===== src/rtl/regfile_writeback.sv =====
// regfile_writeback: write side of the register-file port.
// Merges single-cycle ALU results and FIFO-buffered memory results into one
// registered write per cycle. ALU wins arbitration unless the starvation
// counter has saturated while memory results are waiting.
// Ports:
//   clk, reset            clock (rising edge), async active-low reset
//   alu_valid/rd/data     ALU result offer; alu_stall asks upstream to hold it
//   mem_valid/rd/data     memory result offer; mem_ready completes handshake
//   regd/regWrite/dataWrite  registered register-file write port
//   pending               FIFO occupancy

package regfile_writeback_pkg;
  localparam int unsigned RD_W   = 5;
  localparam int unsigned DATA_W = 32;

  typedef struct packed {
    logic [RD_W-1:0]   rd;
    logic [DATA_W-1:0] data;
  } wb_entry_t;
endpackage

module regfile_writeback
  import regfile_writeback_pkg::*;
#(
  parameter int unsigned DEPTH      = 4,
  parameter int unsigned STARVE_MAX = 3
) (
  input  logic                  clk,
  input  logic                  reset,
  input  logic                  alu_valid,
  input  logic [RD_W-1:0]       alu_rd,
  input  logic [DATA_W-1:0]     alu_data,
  output logic                  alu_stall,
  input  logic                  mem_valid,
  input  logic [RD_W-1:0]       mem_rd,
  input  logic [DATA_W-1:0]     mem_data,
  output logic                  mem_ready,
  output logic [RD_W-1:0]       regd,
  output logic                  regWrite,
  output logic [DATA_W-1:0]     dataWrite,
  output logic [$clog2(DEPTH):0] pending
);

  localparam int unsigned PTR_W = $clog2(DEPTH);
  localparam int unsigned CNT_W = PTR_W + 1;
  localparam int unsigned SC_W  = $clog2(STARVE_MAX + 1);

  wb_entry_t        fifo_q [DEPTH];
  logic [PTR_W-1:0] wr_ptr_q, wr_ptr_d;
  logic [PTR_W-1:0] rd_ptr_q, rd_ptr_d;
  logic [CNT_W-1:0] count_q, count_d;
  logic [SC_W-1:0]  starve_q, starve_d;
  wb_entry_t        out_q, out_d;
  logic             wen_q, wen_d;

  logic full, nonempty, alu_take, fifo_take, push;

  // Arbitration and handshake decode, all from registered state plus inputs
  assign full      = (count_q == CNT_W'(DEPTH));
  assign nonempty  = (count_q != '0);
  assign mem_ready = !full;
  assign alu_stall = (starve_q == SC_W'(STARVE_MAX)) && nonempty;
  assign alu_take  = alu_valid && !alu_stall && (alu_rd != '0);
  assign fifo_take = nonempty && !alu_take;
  // rd==0 offers complete the handshake but are dropped, never stored
  assign push      = mem_valid && !full && (mem_rd != '0);

  // FIFO pointer/occupancy next state
  always_comb begin
    wr_ptr_d = wr_ptr_q;
    rd_ptr_d = rd_ptr_q;
    count_d  = count_q;
    if (push)      wr_ptr_d = wr_ptr_q + PTR_W'(1);
    if (fifo_take) rd_ptr_d = rd_ptr_q + PTR_W'(1);
    if (push && !fifo_take)      count_d = count_q + CNT_W'(1);
    else if (!push && fifo_take) count_d = count_q - CNT_W'(1);
  end

  // Starvation counter: counts ALU wins while memory results wait
  always_comb begin
    starve_d = starve_q;
    if (fifo_take || !nonempty) begin
      starve_d = '0;
    end else if (alu_take && (starve_q != SC_W'(STARVE_MAX))) begin
      starve_d = starve_q + SC_W'(1);
    end
  end

  // Write-port next state; regd/dataWrite hold when idle
  always_comb begin
    wen_d = 1'b0;
    out_d = out_q;
    if (alu_take) begin
      wen_d = 1'b1;
      out_d = '{rd: alu_rd, data: alu_data};
    end else if (fifo_take) begin
      wen_d = 1'b1;
      out_d = fifo_q[rd_ptr_q];
    end
  end

  always_ff @(posedge clk or negedge reset) begin
    if (!reset) begin
      wr_ptr_q <= '0;
      rd_ptr_q <= '0;
      count_q  <= '0;
      starve_q <= '0;
      out_q    <= '0;
      wen_q    <= 1'b0;
    end else begin
      wr_ptr_q <= wr_ptr_d;
      rd_ptr_q <= rd_ptr_d;
      count_q  <= count_d;
      starve_q <= starve_d;
      out_q    <= out_d;
      wen_q    <= wen_d;
    end
  end

  // Storage needs no reset: occupancy gates every read
  always_ff @(posedge clk) begin
    if (push) fifo_q[wr_ptr_q] <= '{rd: mem_rd, data: mem_data};
  end

  assign regd      = out_q.rd;
  assign dataWrite = out_q.data;
  assign regWrite  = wen_q;
  assign pending   = count_q;

endmodule


===== config.mk =====
export PLATFORM = sky130hd
export DESIGN_NAME = regfile_writeback
export DESIGN_NICKNAME = d
export VERILOG_FILES = /design/src/rtl/regfile_writeback.sv
export SDC_FILE = /design/constraint.sdc
export NUM_CORES = 1
export LEC_CHECK = 0
export ABC_AREA = 1
export CORE_AREA = 2 2 127 129
export CTS_CLUSTER_SIZE = 24
export DETAILED_ROUTE_END_ITERATION = 8
export DIE_AREA = 0 0 129 131
export GPL_ROUTABILITY_DRIVEN = 0
export PLACE_DENSITY = 0.75
export SLEW_MARGIN = 20
export SYNTH_ARGS = -nofsm -noshare
export SYNTH_HDL_FRONTEND = slang
export SYNTH_SLANG_ARGS = --single-unit

===== constraint.sdc =====
create_clock -name clk -period 3.2 [get_ports clk]
set_input_delay 0.64 -clock clk [delete_from_list [all_inputs] [get_ports clk]]
set_output_delay 0.64 -clock clk [all_outputs]
set_load 0.02 [all_outputs]

==> summary.txt <==
Status
  • Status: completed

Clock tree
  • Post-CTS Resized: 0
  • Max clock buf depth: 2
  • Max H-tree Level: 4
  • Worst-skew pair later-pin latency: 0.43 ns
  • CTS tree: done
  • CTS sink cnt: 195
  • Hold_buf cts: 0
  • Num CTS Buffers: 17
  • Worst-path clk slew: 0.06 ns
  • Post-CTS Setup Inserts: 0
  • Root Buffer: clkbuf_16

Floorplan
  • Core area: 15600 µm²
  • Rows: 46
  • Die span in y: 131 µm
  • Die area: 16900 µm²
  • Chip width: 129 µm
  • # IOs: 121
  • Initial core utilization: 53.0%

GRT
  • Initial antenna violation count: 1
  • First-pass GRT wire length: 30700 µm
  • Vias in the first global route: 6055
  • Remaining Overflow, GRT: 0
  • Largest net degree at the start of global routing: 77
  • GRT Overall Usage: 24.4%

Worst setup path
  • Crit path depth: 5
  • Reg2reg setup slack: 0.84 ns
  • Worst Path Max Fanout: 21
  • Slowest stage delay, CP: 0.61 ns
  • Worst reg2reg path startpoint: pending[0]
  • Critical Path RT: 2.56 ns
  • Worst R2R Path Depth: 12
  • CP Launch Point: pending[0]
  • R2R Path End: pending[2]
  • Crit path capture: alu_stall
  • Crit path cell chain: inv_2, nand3_4, nand2_2, inv_1, clkdlybuf4s50_1
  • Worst setup EP type: output pin
  • Critical path class: reg -> out
  • CP Buf/Inv Count: 3
  • Startpoint types: flop
  • Slowest CP cell: clkdlybuf4s50_1
  • Crit-path leading delay family: buffers and inverters
  • Crit path DAT: 2.07 ns

STA
  • Post-Route Setup TNS: 0 ns
  • Fin. Hold Viols: 0
  • Minimum clock period: 2.71 ns
  • Hold WS: 0.241 ns
  • Fmax: 369 MHz
  • Actual slew at the worst max-slew pin: 1.01 ns
  • Setup Skew: 0.00500 ns
  • RSZ-0062 raised after global routing: false
  • Slew margin rel.: 32.6%
  • Setup violators final: 0
  • Crit share post-route: 84.6%
  • Slew Viols, Final: 0

Synth
  • Syn Std Cell Area: 8270 µm²
  • Synth top area share: 53.8%
  • Yosys warning count: 0
  • Netlist cell types: 29
  • Leading area contributor after synthesis: edfxtp_1
  • Most frequent cells after synthesis: edfxtp_1, nand3_1, nor2_1
  • Dominant cell by count in the synthesized netlist: edfxtp_1
  • Synth async-reset ratio: 24.1%
  • Post-synthesis net count: 805
  • Synth area leaders: edfxtp_1, dfrtp_1, nand3_1
  • Number of synthesized flops with an enable pin: 148
  • Syn Area/Cell: 11.5 µm²
  • Synth Instances: 720
  • Register area share after synthesis: 68.0%
  • FF+latch count, synth: 195
  • Main synth FF type: edfxtp_1

Route
  • DR WL/cell: 18.8 µm
  • Via count: 5903
  • Vias per cell: 5.57
  • # DRC: 0
  • Drt total wl: 20000 µm
  • DRT iter0 DRCs: 657
  • Routed Antenna Nets: 0
  • DR pass1 iterations: 5

Power and ir drop
  • Max VDD drop: 0.000569 V
  • LEAKAGE: 3.87 nW
  • P per Cell Area: 915 nW/µm²

Cells and area
  • Final core utilization: 65.3%
  • Share of layout cells above drive strength 1: 10.3%
  • Syn-to-layout area delta: 23.3%
  • # diodes: 0
  • Nets: 916
  • Fill cells: 1136

Placement
  • # port buffers: 120
  • Final HPWL DP: 12000 µm

Run
  • MaxCap Viol Count: 0

Hold path
  • Worst hold path class: in -> async
cells in the final DEF, fill, tap and decap left out, drive strengths merged:
| master | instances |
|---|---|
| bufinv | 3 |
| nand3 | 154 |
| xnor2 | 2 |
| inv | 22 |
| clkbuf | 23 |
| nor3 | 2 |
| a21oi | 1 |
| xor2 | 2 |
| fa | 1 |
| dfrtp | 47 |
| edfxtp | 148 |
| o21ai | 66 |
| buf | 20 |
| nand2 | 78 |
| clkinv | 5 |
| ha | 6 |
| nor2 | 138 |
| clkinvlp | 1 |
| clkdlybuf4s50 | 119 |
| nand4 | 5 |
| nor3b | 1 |
kinds of logic (layout without fill, tap and decap cells):
| kind of cell | Yosys count | after routing | share of synthesized area [%] |
|---|---|---|---|
| flops | 195 | 195 | 68.0 |
| xor+xnor | 4 | 4 | 0.424 |
| buf+inv | 69 | 193 | 5.10 |
| fa+ha+maj | 7 | 7 | 1.15 |
| simple gates | 378 | 378 | 21.3 |
| compound gates | 67 | 67 | 4.06 |
cell type report:
| cell class | count | area [µm²] | share of cell area [%] |
|---|---|---|---|
| inverters | 22 | 82.6 | 0.810 |
| clock inverters | 9 | 125 | 1.23 |
| multi-input cells | 456 | 2250 | 22.1 |
| repair buffers | 139 | 1340 | 13.1 |
| well taps | 216 | 270 | 2.65 |
| flip-flops and latches | 195 | 5620 | 55.2 |
| clock buffers | 23 | 498 | 4.89 |
worst register-to-register path, cell delays in order (launching register included):
cell,delay [ns]
dfrtp_1,0.45
inv_2,0.11
nand3_4,0.07
nand2_2,0.37
nand3_2,0.13
nand2_1,0.15
ha_1,0.16
inv_1,0.07
fa_1,0.39
nor2_1,0.12
nor2_1,0.04
nand2_1,0.07
xor2_1,0.15
metrics by stage:
stage	setup WS (ns)	power, mW	cells	instance area [µm²]
after floorplan	0.110	5.93	720	8270
after global placement	0.578	6.99	1028	9570
after detailed placement	0.480	7.14	1028	9570
after CTS	0.476	9.37	1060	10200
after global routing	0.384	9.85	1060	10200
final	0.491	9.33	1060	10200
report_power, final:
part / switching (mW) / internal, mW
clock: 0.877 / 1.33
sequential: 0.278 / 3.42
combinational: 2.19 / 1.24
total: 3.34 / 5.98
worst min-delay path by stage:
stage                    end  slack, ns  cells after the start
2_1_floorplan   dataWrite[0]       0.34                      0
3_3_place_gp     starve_q[0]       0.43                      1
3_5_place_dp     starve_q[0]       0.45                      1
4_1_cts        dataWrite[31]       0.25                      1
5_1_grt        dataWrite[21]       0.28                      1
6_report       dataWrite[21]       0.24                      1
layer usage:
metal  share of wire, %  wire [µm]  up-vias  GRT usage, %
met5              0.085         17        -             0
met4                2.0        396        2          10.7
met3                5.5       1100       32          4.03
met2                 53      10500      220          43.2
met1                 40       7910     2924          29.7
li1                   -          -     2725             -
sequential cells by signal, indices dropped and copies added, names as in the netlist:
register and flops:
regd 5, pending 3, fifo_q 148, rd_ptr_q 2
dataWrite 32, wr_ptr_q 2, starve_q 2, regWrite 1
No activity file was read; power rests on OpenSTA's default activity.
